**src/rtl/fetch_pkg.sv**
```systemverilog
// Shared types and constants for the instruction fetch front end.
package fetch_pkg;

    typedef enum logic [0:0] {
        FETCH = 1'b0,
        DRAIN = 1'b1
    } fetch_state_e;

    localparam int INSTR_W = 32;
    localparam int PC_STEP = 4;

endpackage

```
**src/rtl/fetch_fifo.sv**
```systemverilog
// In-order queue of {pc, instr} pairs between memory responses and the consumer.
module fetch_fifo
    import fetch_pkg::*;
#(
    parameter int DEPTH = 2,
    parameter int PC_W  = 32,
    localparam int CNT_W = $clog2(DEPTH + 1)
) (
    input  logic               clk_i,
    input  logic               rst_i,
    input  logic               push_i,
    input  logic [PC_W-1:0]    push_pc_i,
    input  logic [INSTR_W-1:0] push_instr_i,
    input  logic               pop_i,
    input  logic               flush_i,
    output logic               head_valid_o,
    output logic [PC_W-1:0]    head_pc_o,
    output logic [INSTR_W-1:0] head_instr_o,
    output logic [CNT_W-1:0]   count_o
);

    localparam int PTR_W = (DEPTH > 1) ? $clog2(DEPTH) : 1;

    logic [PC_W-1:0]    pc_mem_q    [DEPTH];
    logic [PC_W-1:0]    pc_mem_d    [DEPTH];
    logic [INSTR_W-1:0] instr_mem_q [DEPTH];
    logic [INSTR_W-1:0] instr_mem_d [DEPTH];
    logic [PTR_W-1:0]   rd_ptr_q, rd_ptr_d;
    logic [PTR_W-1:0]   wr_ptr_q, wr_ptr_d;
    logic [CNT_W-1:0]   count_q, count_d;

    function automatic logic [PTR_W-1:0] ptr_inc(input logic [PTR_W-1:0] p);
        if (p == PTR_W'(DEPTH - 1)) begin
            return '0;
        end else begin
            return p + 1'b1;
        end
    endfunction

    // Next-state for storage, pointers and occupancy; flush overrides push/pop.
    always_comb begin
        pc_mem_d    = pc_mem_q;
        instr_mem_d = instr_mem_q;
        rd_ptr_d    = rd_ptr_q;
        wr_ptr_d    = wr_ptr_q;
        count_d     = count_q;
        if (flush_i) begin
            rd_ptr_d = '0;
            wr_ptr_d = '0;
            count_d  = '0;
        end else begin
            if (push_i) begin
                pc_mem_d[wr_ptr_q]    = push_pc_i;
                instr_mem_d[wr_ptr_q] = push_instr_i;
                wr_ptr_d              = ptr_inc(wr_ptr_q);
            end else begin
                wr_ptr_d = wr_ptr_q;
            end
            if (pop_i) begin
                rd_ptr_d = ptr_inc(rd_ptr_q);
            end else begin
                rd_ptr_d = rd_ptr_q;
            end
            case ({push_i, pop_i})
                2'b10:   count_d = count_q + 1'b1;
                2'b01:   count_d = count_q - 1'b1;
                default: count_d = count_q;
            endcase
        end
    end

    // Queue state registers.
    always_ff @(posedge clk_i or negedge rst_i) begin
        if (!rst_i) begin
            for (int i = 0; i < DEPTH; i++) begin
                pc_mem_q[i]    <= '0;
                instr_mem_q[i] <= '0;
            end
            rd_ptr_q <= '0;
            wr_ptr_q <= '0;
            count_q  <= '0;
        end else begin
            pc_mem_q    <= pc_mem_d;
            instr_mem_q <= instr_mem_d;
            rd_ptr_q    <= rd_ptr_d;
            wr_ptr_q    <= wr_ptr_d;
            count_q     <= count_d;
        end
    end

    assign head_valid_o = (count_q != '0);
    assign head_pc_o    = head_valid_o ? pc_mem_q[rd_ptr_q] : '0;
    assign head_instr_o = head_valid_o ? instr_mem_q[rd_ptr_q] : '0;
    assign count_o      = count_q;

endmodule

```
**src/rtl/instr_fetch_unit.sv**
```systemverilog
// Fetch front end: owns the fetch PC, throttles requests to the queue capacity,
// and drops responses made stale by a redirect.
module instr_fetch_unit
    import fetch_pkg::*;
#(
    parameter int               ADDR_W   = 32,
    parameter logic [ADDR_W-1:0] RESET_PC = ADDR_W'(32'h0000_0000),
    parameter int               DEPTH    = 2
) (
    input  logic               clk_i,
    input  logic               rst_i,
    output logic               mem_req_o,
    output logic [ADDR_W-1:0]  mem_addr_o,
    input  logic               mem_gnt_i,
    input  logic               mem_rvalid_i,
    input  logic [INSTR_W-1:0] mem_rdata_i,
    input  logic               redirect_i,
    input  logic [ADDR_W-1:0]  redirect_pc_i,
    output logic               instr_valid_o,
    output logic [INSTR_W-1:0] instr_o,
    output logic [ADDR_W-1:0]  instr_pc_o,
    input  logic               instr_ready_i
);

    localparam int CNT_W = $clog2(DEPTH + 1);
    localparam int SUM_W = CNT_W + 1;

    fetch_state_e      state_q, state_d;
    logic [ADDR_W-1:0] fetch_pc_q, fetch_pc_d;
    logic [ADDR_W-1:0] resp_pc_q, resp_pc_d;
    logic [CNT_W-1:0]  outstanding_q, outstanding_d;
    logic [CNT_W-1:0]  discard_q, discard_d;

    logic [CNT_W-1:0]  count_s;
    logic [SUM_W-1:0]  occupancy_s;
    logic [ADDR_W-1:0] redirect_pc_s;
    logic [CNT_W-1:0]  discard_base_s;
    logic              pop_s;
    logic              resp_s;
    logic              push_s;
    logic              req_s;
    logic              grant_s;

    assign pop_s         = instr_valid_o & instr_ready_i;
    assign resp_s        = mem_rvalid_i & (outstanding_q != '0);
    assign push_s        = resp_s & (discard_q == '0) & ~redirect_i;
    assign redirect_pc_s = redirect_pc_i & ~ADDR_W'(32'h0000_0003);

    // Queued plus in-flight entries after this cycle's pop must leave room for one more.
    assign occupancy_s = {1'b0, count_s} + {1'b0, outstanding_q} - {{CNT_W{1'b0}}, pop_s};
    assign req_s       = rst_i & (state_q == FETCH) & ~redirect_i & (occupancy_s < SUM_W'(DEPTH));
    assign grant_s     = req_s & mem_gnt_i;

    assign mem_req_o  = req_s;
    assign mem_addr_o = fetch_pc_q;

    // Next-state for PCs, counters and the control FSM.
    always_comb begin
        state_d        = state_q;
        fetch_pc_d     = fetch_pc_q;
        resp_pc_d      = resp_pc_q;
        discard_d      = discard_q;
        discard_base_s = (state_q == DRAIN) ? discard_q : outstanding_q;

        case ({grant_s, resp_s})
            2'b10:   outstanding_d = outstanding_q + 1'b1;
            2'b01:   outstanding_d = outstanding_q - 1'b1;
            default: outstanding_d = outstanding_q;
        endcase

        if (redirect_i) begin
            fetch_pc_d = redirect_pc_s;
            resp_pc_d  = redirect_pc_s;
            discard_d  = discard_base_s - {{(CNT_W-1){1'b0}}, resp_s};
            state_d    = (discard_d != '0) ? DRAIN : FETCH;
        end else begin
            if (grant_s) begin
                fetch_pc_d = fetch_pc_q + ADDR_W'(PC_STEP);
            end else begin
                fetch_pc_d = fetch_pc_q;
            end
            if (resp_s && (discard_q != '0)) begin
                discard_d = discard_q - 1'b1;
            end else if (resp_s) begin
                resp_pc_d = resp_pc_q + ADDR_W'(PC_STEP);
            end else begin
                discard_d = discard_q;
            end
            case (state_q)
                FETCH:   state_d = FETCH;
                DRAIN:   state_d = (discard_d == '0) ? FETCH : DRAIN;
                default: state_d = FETCH;
            endcase
        end
    end

    // Control and PC registers.
    always_ff @(posedge clk_i or negedge rst_i) begin
        if (!rst_i) begin
            state_q       <= FETCH;
            fetch_pc_q    <= RESET_PC;
            resp_pc_q     <= RESET_PC;
            outstanding_q <= '0;
            discard_q     <= '0;
        end else begin
            state_q       <= state_d;
            fetch_pc_q    <= fetch_pc_d;
            resp_pc_q     <= resp_pc_d;
            outstanding_q <= outstanding_d;
            discard_q     <= discard_d;
        end
    end

    fetch_fifo #(
        .DEPTH (DEPTH),
        .PC_W  (ADDR_W)
    ) u_fifo (
        .clk_i        (clk_i),
        .rst_i        (rst_i),
        .push_i       (push_s),
        .push_pc_i    (resp_pc_q),
        .push_instr_i (mem_rdata_i),
        .pop_i        (pop_s),
        .flush_i      (redirect_i),
        .head_valid_o (instr_valid_o),
        .head_pc_o    (instr_pc_o),
        .head_instr_o (instr_o),
        .count_o      (count_s)
    );

endmodule

```
**config.mk**
```make
export PLATFORM = sky130hd
export DESIGN_NAME = instr_fetch_unit
export DESIGN_NICKNAME = d
export VERILOG_FILES = /design/src/rtl/fetch_pkg.sv /design/src/rtl/fetch_fifo.sv /design/src/rtl/instr_fetch_unit.sv
export SDC_FILE = /design/constraint.sdc
export NUM_CORES = 1
export LEC_CHECK = 0
export ABC_CLOCK_PERIOD_IN_PS = 3100
export BUFFER_PORTS_ARGS = -buffer_cell sky130_fd_sc_hd__buf_2
export CORE_MARGIN = 1
export CORE_UTILIZATION = 45
export DETAILED_ROUTE_END_ITERATION = 10
export GPL_TIMING_DRIVEN = 1
export MAX_ROUTING_LAYER = met4
export PLACE_DENSITY = 0.73
export RECOVER_POWER = 25
export SYNTH_ARGS = -nofsm -noshare
export SYNTH_HDL_FRONTEND = slang
export SYNTH_SLANG_ARGS = --single-unit
```
**constraint.sdc**
```tcl
create_clock -name clk_i -period 3.1 [get_ports clk_i]
set_input_delay 0.155 -clock clk_i [delete_from_list [all_inputs] [get_ports clk_i]]
set_output_delay 0.155 -clock clk_i [all_outputs]
set_load 0.01 [all_outputs]
```
==> flow_metrics.py <==
metrics = {
    "status": {
        "status": "finished clean",
    },
    "global_routing": {
        "gr-total-overflow": 0,
        "first_global_vias": 7106,
        "antenna_found_initial": 0,
        "grt_usage_pct": 22.0,
        "grt_pass1_wl_um": 36800,
        "grt_max_degree": 194,
    },
    "synth": {
        "synthArstFlopShare_pct": 100,
        "avgSynthCellArea_um2": 11.5,
        "ys_seq_area_share_pct": 50.6,
        "netlist_area_mm2": 0.00955,
        "synth_edf_count": 0,
        "ys_ff_latch": 193,
        "synth_cell_types": 54,
        "syn_inst": 829,
        "yosysWarnings": 0,
        "synth_ff_type": "dfrtp_1",
    },
    "power": {
        "leakagePower_nw": 5.30,
        "clkPwrFrac_pct": 25.0,
        "internal_power_w": 0.00615,
        "power.density_mw_per_mm2": 754,
        "p_comb_share_pct": 29.5,
        "p_sw_share_pct": 31.0,
        "ir_drop_mv": 0.428,
        "total_power_w": 0.00891,
        "switchingPower_w": 0.00276,
        "seqPwrFrac_pct": 45.5,
    },
    "final_layout": {
        "final_nets": 1111,
        "syn_to_final_growth_pct": 23.7,
        "layout_commonest_cell": "dfrtp_1",
        "most-common-layout-cells": "dfrtp_1, buf_2, mux2_2",
        "final_cells": 1316,
        "finalInstanceArea_mm2": 0.0118,
        "drive_gt1_share_pct": 35.8,
        "num_antenna_cells": 0,
    },
    "worst_setup_path": {
        "critPathSlowestCell": "fa_1",
        "crit_buf_inv": 3,
        "critPathTopFamily": "simple AND/OR/NAND/NOR gates",
        "cp-end-kind": "flip-flop",
        "r2r_start": "u_fifo.count_o[0]",
        "critPathArrivalTime_ns": 3.22,
        "critical_path.startpoint_type": "flip-flop",
        "slowest_delay_ns": 0.51,
        "r2r_cells": 13,
        "critPathMaxFanout": 8,
        "r2r-end": "mem_addr_o[29]",
        "required_ns": 3.45,
        "worstSetupPathType": "flip-flop to flip-flop",
        "reg2reg_slack_ns": 0.22,
        "cp_cell_sequence": "nor2_4, inv_2, nand2_2, inv_2, ha_4, nand2b_4, fa_1, nor4bb_4, and3_4, buf_12, nand4_4, or3_1, a31oi_1",
        "crit_top_cell": "inv_2",
    },
    "placed_design": {
        "portBuffers": 161,
        "gp_congestion": 0.912,
        "placed_cell_area_mm2": 0.0107,
        "post-dp-hpwl_um": 14900,
        "dp.cells": 1232,
        "place_ws_ns": -0.0777,
    },
    "clock_tree": {
        "cts_root_buf": "clkbuf_16",
        "cts_buffers": 17,
        "insertion_delay_ns": 0.43,
        "clock-sinks": 193,
        "clockBufferDepth": 2,
        "path_clk_slew_ns": 0.07,
        "htreeDepth": 4,
        "cts_tree": "built",
    },
    "timing": {
        "worst_slack_ns": 0.224,
        "setup_viol": 0,
        "min_period_ns": 2.88,
        "slew_headroom_pct": 32.8,
        "finalCritPeriodShare_pct": 92.8,
        "hold_violations": 0,
        "rsz0062_at_grt": "false",
        "fin_hold_ws_ns": 0.0135,
        "tightest_slew_ns": 1.01,
        "max_freq_mhz": 348,
        "fin_skew_ns": 0.0103,
        "finalMaxSlewViolations": 0,
    },
    "floorplanning": {
        "core_area_mm2": 0.0205,
        "pin_count": 168,
        "die_area_mm2": 0.0218,
        "initial_core_util_pct": 46.6,
        "die_h_um": 148,
        "rows": 52,
        "die_x_um": 148,
    },
    "route": {
        "first_iter_violations": 365,
        "ant_nets": 0,
        "vias_per_cell": 5.37,
        "wire_per_inst_um": 17.0,
        "routed_wirelength_um": 22400,
        "vias": 7070,
        "dr.pass1.iters": 4,
        "drc_errors": 0,
    },
    "min_path": {
        "holdCritStartpoint": "redirect_pc_i[26]",
        "hp-class": "input pin to flip-flop",
        "hold_depth": 3,
        "hold-path-endpoint": "resp_pc_q[26]",
    },
    "job": {
        "drv_cap": 0,
    },
}
stage by stage:
step / utilization [%] / setup TNS (ns)
after floorplan: - / 0
after global placement: 52.1 / -0.00966
after global routing: 57.6 / 0
final: 57.6 / 0
after detailed placement: 52.1 / -0.210
after CTS: 57.4 / 0
what timing repair did:
item,4_1_cts,5_1_grt
pin swaps,3,10
hold endpoints to repair,84,0
buffers inserted,3,5
setup endpoints to repair,8,28
hold buffers,44,0
resized for setup,3,12
tightest hold or removal path: cells and delay by family:
family	cells	cell delay, ns
compound gates	1	0.07
buf+inv	1	0.10
simple gates	1	0.08
metal layers:
metal | GRT usage, % | routed length (um)
met1 | 30.8 | 10600
met2 | 33.9 | 10400
met3 | 2.90 | 1220
met4 | 5.46 | 226
met5 | - | 0
sequential cells by signal (all words and copies together) (netlist names):
name and cells:
discard_q 2, mem_addr_o 30, outstanding_q 2, resp_pc_q 30, state_q 1, u_fifo.count_o 2, u_fifo.instr_mem_q 64, u_fifo.pc_mem_q 60
u_fifo.rd_ptr_q 1, u_fifo.wr_ptr_q 1
Yosys cell counts, types with 3 or more instances:
master,number,share of area [%]
o311ai_0,7,0.64
clkbuf_1,17,0.67
xnor2_1,18,1.7
a21boi_0,4,0.31
nand2_1,45,1.8
nand3_1,27,1.4
mux2i_1,66,6.9
buf_2,16,0.84
nand4_1,22,1.4
nor2_1,87,3.4
buf_4,4,0.31
and3_2,3,0.24
nor3_2,3,0.31
nand2b_1,3,0.20
and3_1,7,0.46
ha_1,7,0.92
and2_1,4,0.26
dfrtp_1,193,51
inv_1,21,0.83
o211ai_1,7,0.55
or3_1,4,0.26
mux2_2,135,16
xor2_1,30,2.8
buf_1,7,0.28
a21oi_1,14,0.73
o21ai_0,28,1.5
a31oi_1,5,0.33
nor3_1,12,0.63
power by group through the flow:
| stage | clock, W | combinational (W) | sequential (W) |
|---|---|---|---|
| detailed placement | 0 | 0.00256 | 0.00408 |
| global route | 0.00237 | 0.00290 | 0.00419 |
| global placement | 0 | 0.00249 | 0.00403 |
| CTS | 0.00227 | 0.00263 | 0.00404 |
| floorplan | 0 | 0.00196 | 0.00386 |
| finish | 0.00223 | 0.00263 | 0.00405 |
cell type report:
class | instances | area (um^2)
Sequential cell | 193 | 4830
Tap cell | 270 | 338
Clock inverter | 9 | 133
Fill cell | 1714 | 8680
Inverter | 21 | 78.8
Timing Repair Buffer | 229 | 1500
Clock buffer | 23 | 458
Multi-Input combinational cell | 571 | 4480
cells by family (layout without fill, tap and decap cells):
| family | count (synthesis) | count (layout) | synth area share, % |
|---|---|---|---|
| and+or+nand+nor | 234 | 234 | 12.6 |
| other | 1 | 4 | 0.0393 |
| buffers and inverters | 68 | 282 | 3.30 |
| muxes | 201 | 201 | 22.8 |
| adders and majority gates | 8 | 8 | 1.13 |
| AOI/OAI and AO/OA | 76 | 76 | 5.14 |
| xor gates and xnor gates | 48 | 48 | 4.40 |
| DFF | 193 | 193 | 50.6 |
how the worst max path moves through the flow:
stage                                 start               end  slack [ns]  cells past startpoint
after global placement    u_fifo.count_o[1]    mem_addr_o[29]       -0.01                     13
final                     u_fifo.count_o[0]    mem_addr_o[29]        0.22                     13
after CTS                 u_fifo.count_o[1]    mem_addr_o[29]        0.07                     13
after global routing      u_fifo.count_o[0]    mem_addr_o[29]        0.05                     13
after floorplan           u_fifo.count_o[1]  outstanding_q[1]        0.01                     14
after detailed placement  u_fifo.count_o[1]    mem_addr_o[29]       -0.08                     13
Power figures use the tool's default switching activity.
